[config.mk]
export PLATFORM = sky130hd
export DESIGN_NAME = dryer_actuator_drv
export DESIGN_NICKNAME = d
export VERILOG_FILES = /design/src/rtl/dryer_actuator_drv.sv
export SDC_FILE = /design/constraint.sdc
export NUM_CORES = 1
export LEC_CHECK = 0
export CORE_AREA = 5 5 91 93
export DETAILED_ROUTE_END_ITERATION = 8
export DIE_AREA = 0 0 96 98
export PLACE_DENSITY = 0.45
export SYNTH_ARGS = -nofsm -noshare
export SYNTH_HDL_FRONTEND = slang
export SYNTH_SLANG_ARGS = --single-unit
[constraint.sdc]
create_clock -name CLK -period 3.7 [get_ports CLK]
set_input_delay 0.555 -clock CLK [delete_from_list [all_inputs] [get_ports CLK]]
set_output_delay 0.555 -clock CLK [all_outputs]
set_load 0.03 [all_outputs]
[src/rtl/dryer_actuator_drv.sv]
// Power-stage sequencer: turns motor/heat-level commands into interlocked motor and heater relay drive
// with spin-up, cool-down, slow heater PWM and a latched door/over-temperature fault.
module dryer_actuator_drv #(
  parameter int unsigned TICK_DIV   = 50000,
  parameter int unsigned SPINUP_S   = 2,
  parameter int unsigned COOLDOWN_S = 3,
  parameter int unsigned PWM_PERIOD = 8,
  parameter int unsigned LO_ON      = 3,
  parameter int unsigned MD_ON      = 5
) (
  input  logic       CLK,
  input  logic       RESET_N,
  input  logic       MTR_CMD,
  input  logic [1:0] HTR_CMD,
  input  logic       DOOR_OPEN,
  input  logic       OVERTEMP,
  input  logic       CLR_FAULT,
  output logic       MOTOR_RELAY,
  output logic       HEAT_RELAY,
  output logic       FAULT,
  output logic [2:0] STATE_OUT
);

  localparam int unsigned T_MAX  = (SPINUP_S > COOLDOWN_S) ? SPINUP_S : COOLDOWN_S;
  localparam int unsigned DIV_W  = (TICK_DIV > 1) ? $clog2(TICK_DIV) : 1;
  localparam int unsigned TCNT_W = $clog2(T_MAX + 1);
  localparam int unsigned PW     = $clog2(PWM_PERIOD + 1);

  localparam logic [DIV_W-1:0]  DIV_LAST = DIV_W'(TICK_DIV - 1);
  localparam logic [TCNT_W-1:0] SPIN_T   = TCNT_W'(SPINUP_S);
  localparam logic [TCNT_W-1:0] COOL_T   = TCNT_W'(COOLDOWN_S);
  localparam logic [TCNT_W-1:0] TCNT_TOP = TCNT_W'(T_MAX);
  localparam logic [PW-1:0]     PWM_LAST = PW'(PWM_PERIOD - 1);
  localparam logic [PW-1:0]     DUTY_LO  = PW'(LO_ON);
  localparam logic [PW-1:0]     DUTY_MD  = PW'(MD_ON);
  localparam logic [PW-1:0]     DUTY_HI  = PW'(PWM_PERIOD);

  typedef enum logic [2:0] {
    S_OFF      = 3'd0,
    S_SPINUP   = 3'd1,
    S_RUN      = 3'd2,
    S_COOLDOWN = 3'd3,
    S_FAULT    = 3'd4
  } state_t;

  state_t            state, state_d;
  logic [DIV_W-1:0]  div, div_d;
  logic [TCNT_W-1:0] tick_cnt, tick_cnt_d, tcnt_inc;
  logic [PW-1:0]     pwm_cnt, pwm_d, duty, duty_d, duty_cmd;
  logic              heat_used, heat_used_d;
  logic              fault_spin, fault_spin_d;
  logic              motor_d, heat_d, fault_d;
  logic              tick, state_chg;

  assign STATE_OUT = state;

  always_comb begin
    tick     = (div == DIV_LAST);
    tcnt_inc = (tick && tick_cnt != TCNT_TOP) ? tick_cnt + 1'b1 : tick_cnt;

    case (HTR_CMD)
      2'b01:   duty_cmd = DUTY_LO;
      2'b10:   duty_cmd = DUTY_MD;
      2'b11:   duty_cmd = DUTY_HI;
      default: duty_cmd = '0;
    endcase

    state_d      = state;
    fault_spin_d = fault_spin;
    case (state)
      S_OFF: begin
        if (MTR_CMD && !DOOR_OPEN && !FAULT) state_d = S_SPINUP;
      end
      S_SPINUP, S_RUN, S_COOLDOWN: begin
        if (DOOR_OPEN) begin
          state_d      = S_FAULT;
          fault_spin_d = 1'b0;
        end else if (OVERTEMP) begin
          state_d      = S_FAULT;
          fault_spin_d = 1'b1;
        end else begin
          case (state)
            S_SPINUP: begin
              if (!MTR_CMD)                state_d = S_OFF;
              else if (tcnt_inc == SPIN_T) state_d = S_RUN;
            end
            S_RUN: begin
              if (!MTR_CMD) state_d = heat_used ? S_COOLDOWN : S_OFF;
            end
            default: begin
              if (MTR_CMD)                 state_d = S_RUN;
              else if (tcnt_inc == COOL_T) state_d = S_OFF;
            end
          endcase
        end
      end
      S_FAULT: begin
        if (DOOR_OPEN) fault_spin_d = 1'b0;
        if (CLR_FAULT && !MTR_CMD && !OVERTEMP && !DOOR_OPEN) state_d = S_OFF;
      end
      default: state_d = S_OFF;
    endcase

    // All timebases restart on any state change so each timed state begins at zero.
    state_chg  = (state_d != state);
    div_d      = (state_chg || tick) ? '0 : div + 1'b1;
    tick_cnt_d = state_chg ? '0 : tcnt_inc;

    if (state_chg)     pwm_d = '0;
    else if (tick)     pwm_d = (pwm_cnt == PWM_LAST) ? '0 : pwm_cnt + 1'b1;
    else               pwm_d = pwm_cnt;

    // Duty only reloads at a period boundary so a mid-period level change cannot chatter the relay.
    duty_d = duty;
    if (state_d == S_RUN && (state_chg || (tick && pwm_cnt == PWM_LAST))) duty_d = duty_cmd;

    heat_d      = (state_d == S_RUN) && (pwm_d < duty_d);
    heat_used_d = (state_d == S_RUN) && (heat_used || heat_d);

    if (state_d == S_FAULT) fault_spin_d = fault_spin_d && (tick_cnt_d < COOL_T);
    else                    fault_spin_d = 1'b0;

    motor_d = (state_d == S_SPINUP) || (state_d == S_RUN) || (state_d == S_COOLDOWN) ||
              (state_d == S_FAULT && fault_spin_d);
    fault_d = (state_d == S_FAULT);
  end

  always_ff @(posedge CLK or negedge RESET_N) begin
    if (!RESET_N) begin
      state       <= S_OFF;
      div         <= '0;
      tick_cnt    <= '0;
      pwm_cnt     <= '0;
      duty        <= '0;
      heat_used   <= 1'b0;
      fault_spin  <= 1'b0;
      MOTOR_RELAY <= 1'b0;
      HEAT_RELAY  <= 1'b0;
      FAULT       <= 1'b0;
    end else begin
      state       <= state_d;
      div         <= div_d;
      tick_cnt    <= tick_cnt_d;
      pwm_cnt     <= pwm_d;
      duty        <= duty_d;
      heat_used   <= heat_used_d;
      fault_spin  <= fault_spin_d;
      MOTOR_RELAY <= motor_d;
      HEAT_RELAY  <= heat_d;
      FAULT       <= fault_d;
    end
  end

endmodule

==> results of run 1 <==
cell families (layout without fill, tap and decap cells):
kind of cell               count (synthesis)  in the layout
adders and majority gates                  9              9
buffers and inverters                     13             35
xor gates and xnor gates                  19             19
and+or+nand+nor                          100            100
DFF                                       34             34
muxes                                      9              9
AOI/OAI and AO/OA                         33             33
power breakdown:
group          internal [mW]  switching [mW]  leakage, nW
Sequential             0.421          0.0501        0.462
Clock                  0.150           0.148       0.0472
Combinational          0.152           0.198        0.629
Total                  0.723           0.396         1.14
worst max-delay path, cell delays in order (launching register included):
cell and delay (ps):
dfrtp_1 370, ha_1 200, and3_1 260, nand2_1 160, or3_4 420, a221oi_2 320, o211ai_4 120, or2_4 290
nand2_4 120, mux2i_1 220, ha_1 210, o211ai_1 110, o311a_1 360, a21o_1 150
metrics by stage:
| step | hold WS [ps] | setup WS [ps] | instances |
|---|---|---|---|
| after floorplan | 259 | 524 | 217 |
| after global placement | 451 | 70.8 | 333 |
| after global routing | 491 | 20.2 | 341 |
| after CTS | 473 | 264 | 341 |
| final | 465 | 295 | 341 |
| after detailed placement | 462 | 16.0 | 333 |
layout by cell type, fill, tap and decap left out, drive strengths merged, types with 5 or more instances in the layout:
cell | Yosys | final
nor2b | 7 | 7
buf | 4 | 7
xnor2 | 11 | 11
ha | 9 | 9
inv | 7 | 7
a21oi | 8 | 8
xor2 | 8 | 8
nand3 | 13 | 13
nand4 | 5 | 5
dfrtp | 34 | 34
and3 | 7 | 7
nor2 | 32 | 32
clkdlybuf4s50 | 0 | 13
clkbuf | 2 | 6
mux2i | 6 | 6
nand2 | 11 | 11
registers in the layout (all words and copies together), names as in the netlist:
signal	flops
tick_cnt	2
FAULT	1
fault_spin	1
duty	4
div	16
HEAT_RELAY	1
pwm_cnt	4
STATE_OUT	3
MOTOR_RELAY	1
heat_used	1
metal layers:
metal	up-vias	routed length (um)	track usage, %
met5	-	0	0
met4	0	102	4.49
met3	9	86	2.23
met2	17	2140	15.6
met1	782	2240	13.8
li1	820	-	-
cell usage after synthesis (2+ instances only):
cell      instances
nand2_1          10
xor2_1            8
a21o_1            2
nand4_1           5
nor2b_1           7
inv_1             7
o31ai_1           2
nor2_1           32
and3_1            7
dfrtp_1          34
mux2_2            3
o21ai_0           4
nor4_1            3
o2111a_1          2
nand2b_1          3
clkbuf_1          2
nor3_1            3
and3b_1           2
a21oi_1           8
ha_1              9
buf_2             3
nand3_1          12
a221oi_1          2
mux2i_1           6
xnor2_1          11
final cells by class:
| cell class | instances | share of cell area, % |
|---|---|---|
| well taps | 102 | 5.12 |
| clock inverters | 2 | 0.502 |
| clock buffers | 6 | 3.31 |
| multi-input cells | 170 | 48.5 |
| flip-flops and latches | 34 | 34.2 |
| repair buffers | 20 | 7.33 |
| inverters | 7 | 1.05 |
worst max-delay path by stage:
stage | cells after the start | endpoint | from | slack, ps
after floorplan | 14 | heat_used | div[0] | 520
after global placement | 14 | heat_used | MTR_CMD | 70
after detailed placement | 14 | heat_used | MTR_CMD | 20
after CTS | 14 | heat_used | div[0] | 260
after global routing | 14 | heat_used | div[0] | 20
final | 13 | heat_used | div[0] | 300
==> results.toml, run 1 <==
[yosys]
async_reset_ff_share_pct = 100
yosys_most_used_dff = "dfrtp_1"
ys_seq_area_share_pct = 40.1
synth_compound_area_share_pct = 12.5
syn_nets = 234
synth.area.mux_share_pct = 4.43
syn_area_mm2 = 0.00212
yosys_warnings = 0
synth-xor-area-share_pct = 7.85
syn_avg_cell_area_um2 = 9.77
synth-adder-area-share_pct = 5.31
synthCells = 217
yosysTopAreaCell = "dfrtp_1"
synth_top_area_share_pct = 40.1
synth_top_family_by_area = "simple AND/OR/NAND/NOR gates"
synth_seq_cells = 34
synthDistinctLibCells = 55
synth-simple-area-share_pct = 26.9
synth_edf_count = 0
synth_area_leaders = "dfrtp_1 (40%), nor2_1 (5.7%), ha_1 (5.3%), xnor2_1 (4.5%), xor2_1 (3.3%)"

[grt]
grt_pass1_vias = 1586
grt_pass1_wl_um = 7590
antenna_found_initial = 0
grt_overflow = 0
grt_util_all_layers_pct = 10.2
grt_max_degree = 35

[power_and_ir_drop]
power_leakage_nw = 1.14
p_total_mw = 1.12
power.density_mw_per_mm2 = 449
ir_worst_vdd_v = 0.000121

[drt]
post-route-drc-count = 0
vias = 1628
drtIter0Drc = 37
via_per_inst = 4.77
dr.pass1.iters = 4
avgRoutedWirePerCell_um = 13.4
drtAntennaViolNets = 0
wl_um = 4570

[placement]
globalplace.congestion = 0.739
post-dp-hpwl_um = 3320
io_buffers = 13
place_area_mm2 = 0.00240

[worst_hold_path]
hold_class = "reg -> reg"
min_delay_path_depth = 1
holdCritStartpoint = "div[0]"
holdPathEnd = "div[0]"

[die]
die_area_mm2 = 0.00941
die_w_um = 96
core_area_mm2 = 0.00745
start_util_pct = 28.5
fp.dieH_um = 98
row_count = 32
ios = 14

[worst_setup_path]
reg2reg_to = "heat_used"
r2r_cells = 13
worst_ep_required_time_ps = 3890
worst-setup-path-type = "reg -> reg"
crit_path_start_kind = "flop"
crit_fanout = 7
rrSetupSlack_ps = 300
r2r-start = "div[0]"
arrival_ps = 3590
worst_setup_path_end_kind = "flop"

[clock_network]
ctsHoldBuffers = 0
numCtsBuffers = 5
cts_resized = 0
cts_root_buf = "clkbuf_8"
cts.sinks = 34
clkLatencyLatePin_ps = 290
clk_pin_slew_worst_paths_ps = 80
cts_setup_buffers = 0
cts_tree = "yes"
h-tree-depth = 2
cts_buffer_depth = 2

[sta]
hold_viol_final = 0
setup_tns_ps = 0
relSlewSlack_pct = 63.8
setup_viol = 0
finClkSkew_ps = 11.4
period_share_pct = 92.0
period_needed_ps = 3400
rsz0062_at_grt = "no"
slew_violations = 0
fmax_mhz = 294
worstMarginPinSlew_ps = 544

[layout]
num-nets-final = 255
diodes = 0
layout-drive-gt1-share_pct = 13.0
seqCellArea_um2 = 851
multi_input_area_mm2 = 0.00121
post-route-util_pct = 33.5
fillers = 788
stdcell_area_mm2 = 0.00249
syn2layout_area_growth_pct = 17.5

[job]
cap_viol_max_count = 0

[status]
status = "complete, no violations"
Note: power is estimated with default switching activity, not from simulation.
==> run 2: changes to the inputs <==
Settings changed: CORE_AREA 5 5 91 93 to 5 5 66 68, DIE_AREA 0 0 96 98 to 0 0 71 73, PLACE_DENSITY 0.45 to 0.78, REMOVE_ABC_BUFFERS from default to 1.
==> run 2 against run 1 <==
Effect of this change:
- register-to-register slack worse by 30 ps
- clock power down 6%
- non-clock buffer count is 2 lower
- clock skew shrank 5.9 ps
==> results.toml, run 2 (synthesis gave the netlist of run 1 again) <==
[clock_network]
cts_root_buf = "clkbuf_8"
clk_pin_slew_worst_paths_ps = 70
cts.sinks = 34
cts_tree = "yes"
cts_resized = 0
numCtsBuffers = 5
cts_setup_buffers = 0
cts_buffer_depth = 2
ctsHoldBuffers = 0
clkLatencyLatePin_ps = 290
h-tree-depth = 2

[power_and_ir_drop]
ir_worst_vdd_v = 0.000272
internal_power_uw = 724
p_total_mw = 1.10
power.density_mw_per_mm2 = 457
power_switching_uw = 376
power_frac_comb_pct = 31.8
power_leakage_nw = 1.13
clockPowerShare_pct = 25.4
power_frac_seq_pct = 42.8
netSwitchingFraction_pct = 34.2

[layout]
layout_common_cells = "dfrtp_1 (34), nor2_1 (32), clkdlybuf4s50_1 (13)"
num-nets-final = 253
top_regs = "div: 16 flops, duty: 4 flops, pwm_cnt: 4 flops"
regMostFlops = "div"
diodes = 0
seqCellArea_um2 = 851
fillers = 341
layout-drive-gt1-share_pct = 11.8
largest_register_ffs = 16
syn2layout_area_growth_pct = 13.6
multi_input_area_mm2 = 0.00121
final_common_cell = "dfrtp_1"

[worst_setup_path]
arrival_ps = 3660
worst-setup-path-type = "reg -> reg"
worst_ep_required_time_ps = 3930
crit_fanout = 7
crit_path_start_kind = "flop"
worst_setup_path_end_kind = "flop"

[sta]
worstMarginPinSlew_ps = 520
relSlewSlack_pct = 65.3
finClkSkew_ps = 5.50
setup_tns_ps = 0
hold_viol_final = 0
period_needed_ps = 3440
slew_violations = 0
period_share_pct = 92.9
setup_viol = 0
fmax_mhz = 291
rsz0062_at_grt = "no"

[die]
die_area_mm2 = 0.00518
die_w_um = 71
row_count = 23
core_area_mm2 = 0.00380
ios = 14
start_util_pct = 55.8
fp.dieH_um = 73

[grt]
grt_pass1_vias = 1594
grt_pass1_wl_um = 7010
grt_max_degree = 35
antenna_found_initial = 0
grt_util_all_layers_pct = 17.3
grt_overflow = 0

[drt]
dr.pass1.iters = 4
wl_um = 4130
post-route-drc-count = 0
drtAntennaViolNets = 0
vias = 1634
drtIter0Drc = 90
via_per_inst = 5.69
avgRoutedWirePerCell_um = 14.4

[job]
cap_viol_max_count = 0

[status]
status = "complete, no violations"

[placement]
post-dp-hpwl_um = 3050
globalplace.congestion = 0.782
io_buffers = 13

[worst_hold_path]
hold_class = "reg -> reg"
[run 2: cell types whose count changed in the layout (fill, tap and decap cells not counted), sizes merged]
cell,delta
clkbuf,+1
clkinvlp,-1
buf,-2
[run 2: metrics by stage]
stage	hold WS (ps)	area (um^2)	cells	util (%)	setup WS, ps
2_1_floorplan	259	2090	211	-	524
3_3_place_gp	445	2320	279	61.0	117
3_5_place_dp	455	2320	279	61.0	36.5
4_1_cts	464	2410	287	63.4	243
5_1_grt	499	2410	287	63.4	14.0
6_report	459	2410	287	63.4	265
[run 2: final cells by class]
class / count / area share [%]
Timing Repair Buffer: 18 / 6.96
Clock inverter: 1 / 0.208
Clock buffer: 7 / 3.59
Inverter: 7 / 1.09
Sequential cell: 34 / 35.3
Multi-Input combinational cell: 170 / 50.2
Tap cell: 50 / 2.60
[run 2: power by group through the flow]
stage | clock network, mW | registers [mW] | logic [mW]
2_1_floorplan | 0 | 0.500 | 0.203
3_3_place_gp | 0 | 0.475 | 0.341
3_5_place_dp | 0 | 0.476 | 0.352
4_1_cts | 0.287 | 0.469 | 0.353
5_1_grt | 0.297 | 0.480 | 0.387
6_report | 0.279 | 0.470 | 0.350
[run 2: routing by layer]
layer / global-route usage [%] / share of wire (%) / vias to the layer above
met5: 0 / 0 / -
met2: 29.4 / 47 / 34
met1: 20.9 / 48 / 772
met3: 3.44 / 3.6 / 7
li1: - / - / 821
met4: 9.19 / 2.2 / 0
[run 2: final timing paths]
check                         from   endpoint  slack (ps)  depth (start not counted)
min                         div[0]     div[0]         460                          1
max reg2reg                 div[0]  heat_used         260                         14
min reg2reg                 div[0]     div[0]         460                          1
max in group asynchronous  RESET_N    duty[3]        2720                          2
max                         div[0]  heat_used         260                         14
min in group asynchronous  RESET_N     div[6]         670                          2
[run 2: critical path, stage by stage (launching register included)]
cell	delay, ps
dfrtp_1	370
ha_1	210
and3_1	260
nand2_1	160
or3_4	410
a221oi_2	320
o211ai_4	120
or2_4	280
nand2_4	120
mux2i_1	210
ha_1	270
a21o_1	190
a21oi_1	160
o311a_1	210
a21o_1	90
==> run 3: changes to the inputs <==
Settings changed: CELL_PAD_IN_SITES_DETAIL_PLACEMENT from default to 2, CELL_PAD_IN_SITES_GLOBAL_PLACEMENT from default to 2, CORE_AREA 5 5 66 68 to 5 5 81 83, DIE_AREA 0 0 71 73 to 0 0 86 88, PLACE_DENSITY 0.78 to default, PLACE_DENSITY_LB_ADDON from default to 0.1.
==> run 3 against run 2 <==
Effect of this change:
- sequential cell count stayed put
- cell count is 8.4% higher
- first-iteration DRC count decreased by 71%
- design area is 2.3% higher
- critical path depth unchanged
- count of clock-buffer cells in the layout is the same
- total power rose by 1.4%
- maximum frequency fell by 0.51%
- utilization decreased by 21 points
- clock skew barely moved
- worst hold slack gained 5.6 ps
- largest cell class unchanged
- highest routed layer unchanged
==> results.toml, run 3 (synthesis gave the netlist of run 1 again) <==
[clock_network]
clkLatencyLatePin_ps = 280
cts_setup_buffers = 0
cts_tree = "yes"
ctsHoldBuffers = 0
numCtsBuffers = 5
h-tree-depth = 2
cts_resized = 0
clk_pin_slew_worst_paths_ps = 70
cts_buffer_depth = 2
cts.sinks = 34
cts_root_buf = "clkbuf_8"

[die]
die_area_mm2 = 0.00757
ios = 14
die_w_um = 86
fp.dieH_um = 88
row_count = 28
start_util_pct = 36.7
core_area_mm2 = 0.00578

[layout]
stdcell_area_mm2 = 0.00246
syn2layout_area_growth_pct = 16.2
top_regs = "div: 16 flops, duty: 4 flops, pwm_cnt: 4 flops"
num-nets-final = 252
post-route-util_pct = 42.6
fillers = 642
layout-drive-gt1-share_pct = 13.6
layout_common_cells = "dfrtp_1 (34), nor2_1 (32), clkdlybuf4s50_1 (13)"
diodes = 0
largest_register_ffs = 16
layoutNonFillerInstCount = 311
regMostFlops = "div"
final_common_cell = "dfrtp_1"

[sta]
relSlewSlack_pct = 59.6
period_needed_ps = 3450
setup_viol = 0
finClkSkew_ps = 5.33
period_share_pct = 93.3
rsz0062_at_grt = "no"
worstMarginPinSlew_ps = 601
hold_viol_final = 0
worst_slack_ps = 247
setup_tns_ps = 0
slew_violations = 0
fmax_mhz = 290

[worst_setup_path]
worst_setup_path_end_kind = "flop"
worst-setup-path-type = "reg -> reg"
crit_path_start_kind = "flop"
worst_ep_required_time_ps = 3920
arrival_ps = 3680
crit_fanout = 7

[worst_hold_path]
hold_class = "reg -> reg"

[placement]
dp_slack_ps = 4.10
place_area_mm2 = 0.00234
globalplace.congestion = 0.786
post-dp-hpwl_um = 4220
io_buffers = 13
dp.cells = 303

[status]
status = "complete, no violations"

[drt]
vias = 1697
post-route-drc-count = 0
wl_um = 5580
drtAntennaViolNets = 0
dr.pass1.iters = 4
avgRoutedWirePerCell_um = 17.9
drtIter0Drc = 26
via_per_inst = 5.46

[grt]
antenna_found_initial = 0
grt_max_degree = 35
grt_pass1_vias = 1981
grt_pass1_wl_um = 9800
grt_overflow = 0
grt_util_all_layers_pct = 16.5

[power_and_ir_drop]
power.density_mw_per_mm2 = 453
power_leakage_nw = 1.13
ir_worst_vdd_v = 0.000187

[job]
cap_viol_max_count = 0
==> run 3: cell count changes in the layout (fill, tap and decap cells not counted) <==
cell and change:
nor4_1 -2, a211oi_2 +1, nor3_2 -1, nand2_1 -1, nor4_2 +2, a211oi_1 -1
a221oi_1 -1, nand2_2 +1, a221oi_2 +1, buf_4 -1, nor3_4 +1
==> run 3: metrics by stage <==
stage	hold WS, ps	total power [mW]
after floorplan	259	0.703
after global placement	439	0.822
after detailed placement	463	0.846
after CTS	473	1.14
after global routing	494	1.20
final	465	1.12
==> run 3: power by group <==
part,total (mW),internal (mW),switching (mW)
registers,0.472,0.421,0.0512
logic,0.361,0.152,0.208
clock network,0.282,0.150,0.132
total,1.12,0.724,0.392
==> run 3: path summary, 6_finish.rpt <==
kind / from / cells past startpoint / endpoint / slack, ps
setup reg to reg: div[0] / 14 / heat_used / 250
hold reg to reg: div[0] / 1 / div[0] / 460
min in group asynchronous: RESET_N / 2 / MOTOR_RELAY / 690
hold / removal: div[0] / 1 / div[0] / 460
setup / recovery: div[0] / 14 / heat_used / 250
max in group asynchronous: RESET_N / 2 / pwm_cnt[1] / 2660
==> run 3: routing by layer <==
layer  routed length (um)  GRT usage, %  part of all wire, %
met1                 2560          20.2                   46
met3                  162          3.29                  2.9
met4                  101          5.47                  1.8
met5                    0             0                    0
met2                 2750          29.2                   49
==> run 3: worst max-delay path, stage by stage (launching register included) <==
cell      delay (ps)
dfrtp_1          370
ha_1             210
and3_1           290
nand2_2          140
or3_4            410
a221oi_2         320
o211ai_4         120
or2_4            290
nand2_4          120
mux2i_1          210
ha_1             270
a21o_1           180
a21oi_1          140
o311a_1          210
a21o_1           100
==> run 3: area by class of cell <==
class | count | area (um^2) | share of cell area, %
inverter | 7 | 26.3 | 1.07
tap | 75 | 93.8 | 3.81
clock buffer | 7 | 86.3 | 3.50
clock inverter | 1 | 5.00 | 0.203
timing repair buffer | 17 | 160 | 6.50
sequential | 34 | 851 | 34.5
multi-input combinational | 170 | 1240 | 50.4
